<file path="src/rtl/lcd_bus_sequencer_if.sv">
// Store/load port between the load/store unit and the LCD sequencer, plus the
// parallel HD44780-style panel pins driven by the sequencer.
interface lcd_bus_sequencer_if;
  logic        i_wr_en;
  logic [31:0] i_wdata;
  logic [31:0] o_status;
  logic        o_busy;
  logic        o_lcd_on;
  logic        o_lcd_rs;
  logic        o_lcd_rw;
  logic        o_lcd_en;
  logic [7:0]  o_lcd_data;

  modport master (
    output i_wr_en, i_wdata,
    input  o_status, o_busy, o_lcd_on, o_lcd_rs, o_lcd_rw, o_lcd_en, o_lcd_data
  );

  modport slave (
    input  i_wr_en, i_wdata,
    output o_status, o_busy, o_lcd_on, o_lcd_rs, o_lcd_rw, o_lcd_en, o_lcd_data
  );
endinterface

</file>
<file path="src/rtl/lcd_bus_sequencer.sv">
// Queues stored LCD command/data words and replays them onto the panel bus with
// setup / enable / hold / execution-wait timing; reports busy and overflow status.
module lcd_bus_sequencer #(
  parameter int FIFO_DEPTH   = 4,
  parameter int SETUP_CYC    = 2,
  parameter int EN_CYC       = 12,
  parameter int HOLD_CYC     = 2,
  parameter int WAIT_CYC     = 2000,
  parameter int CLR_WAIT_CYC = 82000
) (
  input  logic i_clk,
  input  logic i_reset,
  lcd_bus_sequencer_if.slave bus
);

  function automatic int max2(input int a, input int b);
    return (a > b) ? a : b;
  endfunction

  localparam int MAX_CYC = max2(max2(max2(SETUP_CYC, EN_CYC), max2(HOLD_CYC, WAIT_CYC)),
                                CLR_WAIT_CYC);
  localparam int CNT_W  = $clog2(MAX_CYC) + 1;
  localparam int PTR_W  = $clog2(FIFO_DEPTH);
  localparam int FILL_W = PTR_W + 1;

  typedef enum logic [2:0] {
    S_IDLE,
    S_SETUP,
    S_PULSE,
    S_HOLD,
    S_WAIT
  } state_t;

  state_t            state;
  logic [CNT_W-1:0]  cnt;
  logic              clr_wait;
  logic              lcd_en;
  logic              lcd_rs;
  logic [7:0]        lcd_data;
  logic              lcd_on;
  logic              overflow;

  logic [8:0]        mem [FIFO_DEPTH];
  logic [PTR_W-1:0]  wr_ptr;
  logic [PTR_W-1:0]  rd_ptr;
  logic [FILL_W-1:0] fill;

  logic full;
  logic pop;
  logic wr_req;
  logic push;
  logic busy;
  logic unused_wdata;

  assign full   = (fill == FILL_W'(FIFO_DEPTH));
  assign pop    = (state == S_IDLE) && (fill != '0);
  assign wr_req = bus.i_wr_en && !bus.i_wdata[30];
  // A full FIFO still takes the word when the sequencer frees a slot on the same edge.
  assign push   = wr_req && (!full || pop);
  assign busy   = (state != S_IDLE) || (fill != '0);

  assign unused_wdata = ^bus.i_wdata[29:9];

  always_ff @(posedge i_clk) begin
    if (push) begin
      mem[wr_ptr] <= bus.i_wdata[8:0];
    end
  end

  always_ff @(posedge i_clk) begin
    if (i_reset) begin
      wr_ptr   <= '0;
      rd_ptr   <= '0;
      fill     <= '0;
      overflow <= 1'b0;
      lcd_on   <= 1'b0;
    end else begin
      if (push) begin
        wr_ptr <= wr_ptr + PTR_W'(1);
      end
      if (pop) begin
        rd_ptr <= rd_ptr + PTR_W'(1);
      end
      case ({push, pop})
        2'b10:   fill <= fill + FILL_W'(1);
        2'b01:   fill <= fill - FILL_W'(1);
        default: fill <= fill;
      endcase
      if (bus.i_wr_en) begin
        lcd_on <= bus.i_wdata[31];
        if (bus.i_wdata[30]) begin
          overflow <= 1'b0;
        end else if (full && !pop) begin
          overflow <= 1'b1;
        end
      end
    end
  end

  // Each state loads the down-counter with its length minus one and leaves when it hits zero.
  always_ff @(posedge i_clk) begin
    if (i_reset) begin
      state    <= S_IDLE;
      cnt      <= '0;
      clr_wait <= 1'b0;
      lcd_en   <= 1'b0;
      lcd_rs   <= 1'b0;
      lcd_data <= 8'h00;
    end else begin
      case (state)
        S_IDLE: begin
          if (pop) begin
            {lcd_rs, lcd_data} <= mem[rd_ptr];
            clr_wait <= (mem[rd_ptr] == 9'h001) || (mem[rd_ptr] == 9'h002);
            cnt      <= CNT_W'(SETUP_CYC - 1);
            state    <= S_SETUP;
          end
        end
        S_SETUP: begin
          if (cnt == '0) begin
            lcd_en <= 1'b1;
            cnt    <= CNT_W'(EN_CYC - 1);
            state  <= S_PULSE;
          end else begin
            cnt <= cnt - CNT_W'(1);
          end
        end
        S_PULSE: begin
          if (cnt == '0) begin
            lcd_en <= 1'b0;
            cnt    <= CNT_W'(HOLD_CYC - 1);
            state  <= S_HOLD;
          end else begin
            cnt <= cnt - CNT_W'(1);
          end
        end
        S_HOLD: begin
          if (cnt == '0) begin
            cnt   <= clr_wait ? CNT_W'(CLR_WAIT_CYC - 1) : CNT_W'(WAIT_CYC - 1);
            state <= S_WAIT;
          end else begin
            cnt <= cnt - CNT_W'(1);
          end
        end
        S_WAIT: begin
          if (cnt == '0) begin
            state <= S_IDLE;
          end else begin
            cnt <= cnt - CNT_W'(1);
          end
        end
        default: begin
          lcd_en <= 1'b0;
          cnt    <= '0;
          state  <= S_IDLE;
        end
      endcase
    end
  end

  assign bus.o_status   = {lcd_on, 26'd0, overflow, 3'(fill), busy};
  assign bus.o_busy     = busy;
  assign bus.o_lcd_on   = lcd_on;
  assign bus.o_lcd_rs   = lcd_rs;
  assign bus.o_lcd_rw   = 1'b0;
  assign bus.o_lcd_en   = lcd_en;
  assign bus.o_lcd_data = lcd_data;

endmodule

</file>
<file path="src/flat_wrapper.sv">
// flat-port wrapper written by rule: the top's interface ports become plain ports
module lcd_bus_sequencer_flat 
#(
  parameter int FIFO_DEPTH   = 4,
  parameter int SETUP_CYC    = 2,
  parameter int EN_CYC       = 12,
  parameter int HOLD_CYC     = 2,
  parameter int WAIT_CYC     = 2000,
  parameter int CLR_WAIT_CYC = 82000
)
  (i_clk, i_reset, bus_i_wr_en, bus_i_wdata, bus_o_status, bus_o_busy, bus_o_lcd_on, bus_o_lcd_rs, bus_o_lcd_rw, bus_o_lcd_en, bus_o_lcd_data);
  lcd_bus_sequencer_if bus_i ();
  input  logic i_clk;
  input  logic i_reset;
  input wire logic [$bits(bus_i.i_wr_en)-1:0] bus_i_wr_en;
  input wire logic [$bits(bus_i.i_wdata)-1:0] bus_i_wdata;
  output wire logic [$bits(bus_i.o_status)-1:0] bus_o_status;
  output wire logic [$bits(bus_i.o_busy)-1:0] bus_o_busy;
  output wire logic [$bits(bus_i.o_lcd_on)-1:0] bus_o_lcd_on;
  output wire logic [$bits(bus_i.o_lcd_rs)-1:0] bus_o_lcd_rs;
  output wire logic [$bits(bus_i.o_lcd_rw)-1:0] bus_o_lcd_rw;
  output wire logic [$bits(bus_i.o_lcd_en)-1:0] bus_o_lcd_en;
  output wire logic [$bits(bus_i.o_lcd_data)-1:0] bus_o_lcd_data;
  assign bus_i.i_wr_en = bus_i_wr_en;
  assign bus_i.i_wdata = bus_i_wdata;
  assign bus_o_status = bus_i.o_status;
  assign bus_o_busy = bus_i.o_busy;
  assign bus_o_lcd_on = bus_i.o_lcd_on;
  assign bus_o_lcd_rs = bus_i.o_lcd_rs;
  assign bus_o_lcd_rw = bus_i.o_lcd_rw;
  assign bus_o_lcd_en = bus_i.o_lcd_en;
  assign bus_o_lcd_data = bus_i.o_lcd_data;
  lcd_bus_sequencer #(.FIFO_DEPTH(FIFO_DEPTH), .SETUP_CYC(SETUP_CYC), .EN_CYC(EN_CYC), .HOLD_CYC(HOLD_CYC), .WAIT_CYC(WAIT_CYC), .CLR_WAIT_CYC(CLR_WAIT_CYC)) u_core (.i_clk(i_clk), .i_reset(i_reset), .bus(bus_i));
endmodule
</file>
<file path="config.mk">
export PLATFORM = sky130hd
export DESIGN_NAME = lcd_bus_sequencer_flat
export DESIGN_NICKNAME = d
export VERILOG_FILES = /design/src/rtl/lcd_bus_sequencer_if.sv /design/src/rtl/lcd_bus_sequencer.sv /design/src/flat_wrapper.sv
export SDC_FILE = /design/constraint.sdc
export NUM_CORES = 1
export LEC_CHECK = 0
export CELL_PAD_IN_SITES_DETAIL_PLACEMENT = 0
export CELL_PAD_IN_SITES_GLOBAL_PLACEMENT = 1
export CORE_UTILIZATION = 39
export CTS_CLUSTER_DIAMETER = 150
export DETAILED_ROUTE_END_ITERATION = 8
export PLACE_DENSITY_LB_ADDON = 0.1
export SYNTH_ARGS = -nofsm -noshare
export SYNTH_HDL_FRONTEND = slang
export SYNTH_SLANG_ARGS = --single-unit
</file>
<file path="constraint.sdc">
create_clock -name i_clk -period 3.5 [get_ports i_clk]
set_clock_uncertainty 0.15 [all_clocks]
set_input_delay 0.525 -clock i_clk [delete_from_list [all_inputs] [get_ports i_clk]]
set_output_delay 0.525 -clock i_clk [all_outputs]
set_load 0.01 [all_outputs]
</file>
==> flow_metrics.py, run 1 <==
metrics = {
    "outcome": {
        "outcome": "completed",
    },
    "timing": {
        "slew_violations": 0,
        "finalHoldViolations": 0,
        "fin_crit_sh_pct": 78.74,
        "rsz0062_at_grt": "false",
        "max_slew_margin_pct": 50.55,
        "hold_ws_ps": 308.7,
        "tightest_slew_ps": 738.3,
        "max_freq_mhz": 362.8,
        "period_minus_slack_ps": 2756,
        "finalSetupViolCount": 0,
        "finalSetupTns_ps": 0,
    },
    "synth": {
        "synth_edf_count": 36,
        "yosys-top-cells-area": "edfxtp_1 29%, dfxtp_1 23%, buf_4 6.1%",
        "yosys.area.top_type": "edfxtp_1",
        "ys.warnings.count": 0,
        "synth_cell_types": 53,
        "syn_inst": 346,
        "netlist_area_um2": 3679,
        "seq_area_frac_synth_pct": 52.79,
        "synth-seq-cells": 79,
        "ys.flop_type": "dfxtp_1",
        "yosysTopAreaCellShare_pct": 29.39,
        "syn_area_per_cell_um2": 10.63,
        "yosys-top-cells-count": "43 x dfxtp_1, 36 x edfxtp_1, 35 x nor2_1",
        "synthArstFlopShare_pct": 0,
        "synthMostInstantiatedCell": "dfxtp_1",
    },
    "clocking": {
        "htreeDepth": 3,
        "postCtsHoldBufs": 0,
        "cts_resized": 0,
        "path_clk_slew_ps": 100,
        "post_cts_buffers": 0,
        "cts_tree": "done",
        "ctsRootBufferMaster": "clkbuf_8",
        "insertion_delay_ps": 350,
        "clock_path_buffers": 2,
        "numCtsBuffers": 9,
        "cts.sinks": 79,
    },
    "worst_setup_path": {
        "cp-end-kind": "output port",
        "crit_fanout": 15,
        "start_kind": "flip-flop",
        "worstPathRequired_ps": 2820,
        "cp.arrival_ps": 2080,
        "crit_type": "reg -> out",
    },
    "global_routing": {
        "grt_pass1_wl_um": 11670,
        "track_usage_pct": 15.30,
        "grt-ovfl-total": 0,
        "grt_pass1_vias": 2340,
        "grt_antenna_before_repair": 0,
        "grt_max_degree": 18,
    },
    "floorplan": {
        "fp.dieH_um": 99.12,
        "core-area_um2": 9196,
        "fp.dieW_um": 99.12,
        "io_pins": 80,
        "start_util_pct": 40.00,
        "die_area_um2": 9825,
        "rows": 35,
    },
    "finish": {
        "drive_gt1_share_pct": 10.42,
        "nets": 420,
        "insertedDiodeCount": 0,
        "area_growth_pct": 14.52,
    },
    "placed_design": {
        "dpl.hpwl_um": 4965,
        "gp_congestion": 0.7328,
        "io_buffers": 31,
    },
    "route": {
        "drc_errors": 0,
        "wl_um": 7155,
        "wire_per_inst_um": 14.45,
        "vias_per_cell": 5.026,
        "first_iter_violations": 95,
        "drtPass1Iterations": 4,
        "vias": 2488,
        "ant_nets": 0,
    },
    "power_and_ir_drop": {
        "p_per_area_nw_per_um2": 984.5,
        "ir_drop_uv": 327.0,
        "leakagePower_uw": 0.001509,
    },
    "run": {
        "maxCapViolations": 0,
    },
    "min_path": {
        "hold_class": "reg -> reg",
    },
}
[metal layers]
metal  part of all wire (%)  wire length (um)  GRT usage, %
met5                      0                 0             0
met4                    1.6               111         5.769
met3                    2.2               155         2.530
met2                     50              3572         26.09
met1                     46              3316         19.62
[stage by stage]
step / utilization, % / area, um^2 / setup WS (ps) / power, uW / cells
after floorplan: - / 3776 / 1084 / 2892 / 372
after global placement: 43.66 / 4015 / 685.3 / 3507 / 479
after detailed placement: 43.66 / 4015 / 643.4 / 3513 / 479
after CTS: 45.81 / 4213 / 741.2 / 4200 / 495
after global routing: 45.81 / 4213 / 508.0 / 4495 / 495
final: 45.81 / 4213 / 744.0 / 4148 / 495
[layout make-up]
cell class,count,area (um^2)
clock buffers,9,123.9
fillers,895,4984
repair buffers,41,385.4
inverters,10,37.54
flip-flops and latches,79,1942
multi-input cells,238,1511
clock inverters,7,73.82
well taps,111,138.9
[final timing paths]
| check | startpoint | end | slack (ps) | depth (start not counted) |
|---|---|---|---|---|
| worst max register to register | u_core.cnt[13] | u_core.cnt[2] | 750 | 6 |
| worst min-delay path | u_core.bus.o_lcd_data[4] | u_core.bus.o_lcd_data[4] | 310 | 2 |
| worst max-delay path | u_core.state[0] | bus_o_status[0] | 740 | 3 |
| worst min register to register | u_core.bus.o_lcd_data[4] | u_core.bus.o_lcd_data[4] | 310 | 2 |
[cell usage in the layout, fill, tap and decap left out, types with 9 or more instances in the layout]
| cell | synthesis | routed |
|---|---|---|
| conb_1 | 1 | 27 |
| xnor2_1 | 10 | 10 |
| a21oi_1 | 19 | 19 |
| nor2_1 | 35 | 35 |
| mux4_2 | 9 | 9 |
| buf_4 | 30 | 10 |
| inv_1 | 10 | 10 |
| dfxtp_1 | 43 | 43 |
| edfxtp_1 | 36 | 36 |
| clkdlybuf4s50_1 | 0 | 31 |
| clkbuf_8 | 0 | 9 |
| nand2_1 | 33 | 33 |
[registers in the layout, indices dropped and copies added (netlist names), named ones only]
register,count
u_core.overflow,1
u_core.bus.o_lcd_on,1
u_core.rd_ptr,2
u_core.wr_ptr,2
u_core.bus.o_lcd_en,1
u_core.cnt,18
u_core.clr_wait,1
u_core.mem,36
u_core.state,3
u_core.bus.o_lcd_rs,1
u_core.bus.o_lcd_data,8
u_core.fill,3
[cell families (layout without fill, tap and decap cells)]
kind of cell | count (synthesis) | count (layout) | synth area share [%]
other | 1 | 27 | 0.1019
multiplexers | 11 | 11 | 6.054
XOR/XNOR | 15 | 15 | 3.571
buffers and inverters | 55 | 67 | 8.776
flip-flops | 79 | 79 | 52.79
AND/OR/NAND/NOR | 118 | 118 | 15.34
AO/OA/AOI/OAI | 61 | 61 | 11.12
adder cells (fa/ha/maj) | 6 | 6 | 2.245
[critical path: stages, from the launching register on]
cell and delay (ps):
dfxtp_1 460, nor3_1 440, nand2_1 290, clkdlybuf4s50_1 550
[power breakdown]
| part | switching (uW) | total, uW | internal (uW) |
|---|---|---|---|
| Clock | 396 | 677 | 281 |
| Combinational | 1200 | 2110 | 907 |
| Sequential | 200 | 1360 | 1160 |
| Total | 1800 | 4150 | 2350 |
No activity file was read; power rests on OpenSTA's default activity.
==> run 2: changes to the inputs <==
clock period = 2.7 ns   (was 3.5 ns; I/O delays follow)
==> flow_metrics.py, run 2 (synthesized netlist as in run 1, its figures left out) <==
metrics = {
    "floorplan": {
        "core-area_um2": 9196,
        "rows": 35,
        "fp.dieW_um": 99.12,
        "fp.dieH_um": 99.12,
        "die_area_um2": 9825,
        "start_util_pct": 40.00,
        "io_pins": 80,
    },
    "clocking": {
        "path_clk_slew_ps": 90,
        "ctsRootBufferMaster": "clkbuf_8",
        "postCtsHoldBufs": 0,
        "cts_tree": "done",
        "clock_path_buffers": 2,
        "insertion_delay_ps": 360,
        "numCtsBuffers": 9,
        "htreeDepth": 3,
        "cts.sinks": 79,
    },
    "finish": {
        "area_growth_pct": 19.35,
        "drive_gt1_share_pct": 14.93,
        "mostFrequentLayoutCell": "dfxtp_1",
        "mostFrequentLayoutCells": "43 x dfxtp_1, 36 x edfxtp_1, 34 x nor2_1, 33 x nand2_1, 31 x clkdlybuf4s50_1",
        "nets": 438,
        "largest_reg_flops": 36,
        "insertedDiodeCount": 0,
        "postLayoutCoreUtil_pct": 47.74,
        "top_register": "u_core.mem",
    },
    "worst_setup_path": {
        "crit_fanout": 9,
        "start_kind": "flip-flop",
        "reg2reg_depth": 7,
        "cp-end-kind": "flip-flop",
        "regToRegEndpoint": "u_core.cnt[3]",
        "r2r_slack_ps": 100,
        "regToRegStartpoint": "u_core.cnt[13]",
        "cp.arrival_ps": 2670,
        "crit_type": "reg -> reg",
        "worstPathRequired_ps": 2780,
    },
    "run": {
        "maxCapViolations": 0,
    },
    "global_routing": {
        "grt_pass1_wl_um": 12130,
        "grt-ovfl-total": 0,
        "track_usage_pct": 16.18,
        "grt_antenna_before_repair": 0,
        "grt_max_degree": 23,
        "grt_pass1_vias": 2512,
    },
    "min_path": {
        "hold_start": "u_core.state[2]",
        "hold_depth": 1,
        "holdPathEnd": "u_core.state[1]",
        "hold_class": "reg -> reg",
    },
    "route": {
        "drtPass1Iterations": 4,
        "first_iter_violations": 63,
        "vias_per_cell": 5.033,
        "vias": 2582,
        "wire_per_inst_um": 13.85,
        "ant_nets": 0,
        "drc_errors": 0,
        "wl_um": 7106,
    },
    "power_and_ir_drop": {
        "p_sw_uw": 2370,
        "internal-power_uw": 3404,
        "p_seq_share_pct": 29.9,
        "clock_power_share_pct": 17.8,
        "p_per_area_nw_per_um2": 1315,
        "leakagePower_uw": 0.001626,
        "pwr-share-comb_pct": 52.3,
        "switching_share_pct": 41.04,
        "ir_drop_uv": 492.3,
        "power.total_uw": 5774,
    },
    "placed_design": {
        "io_buffers": 31,
        "dpl.hpwl_um": 5065,
        "gp_congestion": 0.7668,
    },
    "timing": {
        "rsz0062_at_grt": "false",
        "finalSetupViolCount": 0,
        "fin_crit_sh_pct": 96.14,
        "slew_violations": 0,
        "finalHoldViolations": 0,
        "tightest_slew_ps": 537.6,
        "max_slew_margin_pct": 64.16,
        "period_minus_slack_ps": 2596,
        "max_freq_mhz": 385.2,
        "finalSetupTns_ps": 0,
    },
    "outcome": {
        "outcome": "completed",
    },
}
==> run 2: timing repair <==
action | in CTS | in global routing
setup buffers | 0 | 0
gates resized for setup | 0 | 3
endpoints found under the hold margin | 0 | 0
setup endpoints to repair | 0 | 3
==> run 2: area by class of cell <==
type,instances,area (um^2)
clock buffer,9,123.9
clock inverter,7,108.9
fill,866,4806
inverter,10,37.54
multi-input combinational,238,1519
sequential,79,1942
tap,111,138.9
timing repair buffer,59,520.5
==> run 2: how the worst max path moves through the flow <==
stage | from | endpoint | slack (ps) | depth (start not counted)
after floorplan | u_core.cnt[13] | u_core.cnt[3] | 280 | 8
after global placement | u_core.cnt[13] | u_core.bus.o_lcd_en | 140 | 7
after detailed placement | u_core.cnt[13] | u_core.bus.o_lcd_en | 130 | 7
after CTS | u_core.cnt[13] | u_core.cnt[3] | 100 | 7
after global routing | u_core.cnt[13] | u_core.cnt[3] | 7 | 7
final | u_core.cnt[13] | u_core.cnt[3] | 100 | 7
==> run 2: worst max-delay path, cell delays in order (launching register included) <==
cell and delay (ps):
dfxtp_1 320, or4_1 540, or4_1 430, buf_4 190
or2_0 340, a31o_1 260, a21oi_1 150, o22ai_1 90
==> run 2: metal layers <==
| layer | wire (um) | GRT usage [%] | vias to the layer above |
|---|---|---|---|
| li1 | - | - | 1288 |
| met1 | 3105 | 19.08 | 1236 |
| met2 | 3620 | 28.46 | 49 |
| met3 | 283 | 4.568 | 9 |
| met4 | 96 | 5.430 | 0 |
| met5 | 0 | 0 | - |
==> run 2: metrics by stage <==
| step | setup WS, ps | hold slack (ps) | area, um^2 | std cells |
|---|---|---|---|---|
| floorplan | 283.7 | 297.6 | 3776 | 372 |
| global placement | 138.1 | 284.3 | 4150 | 497 |
| detailed placement | 134.7 | 293.1 | 4150 | 497 |
| CTS | 103.5 | 305.1 | 4383 | 513 |
| global route | 7.483 | 331.5 | 4390 | 513 |
| finish | 104.1 | 301.1 | 4390 | 513 |
==> run 2: power groups by stage <==
stage	clock network, uW	logic (uW)	registers [uW]
after floorplan	0	2010	1740
after global placement	0	3000	1750
after detailed placement	0	3000	1750
after CTS	1060	3020	1730
after global routing	1120	3420	1770
final	1030	3020	1720
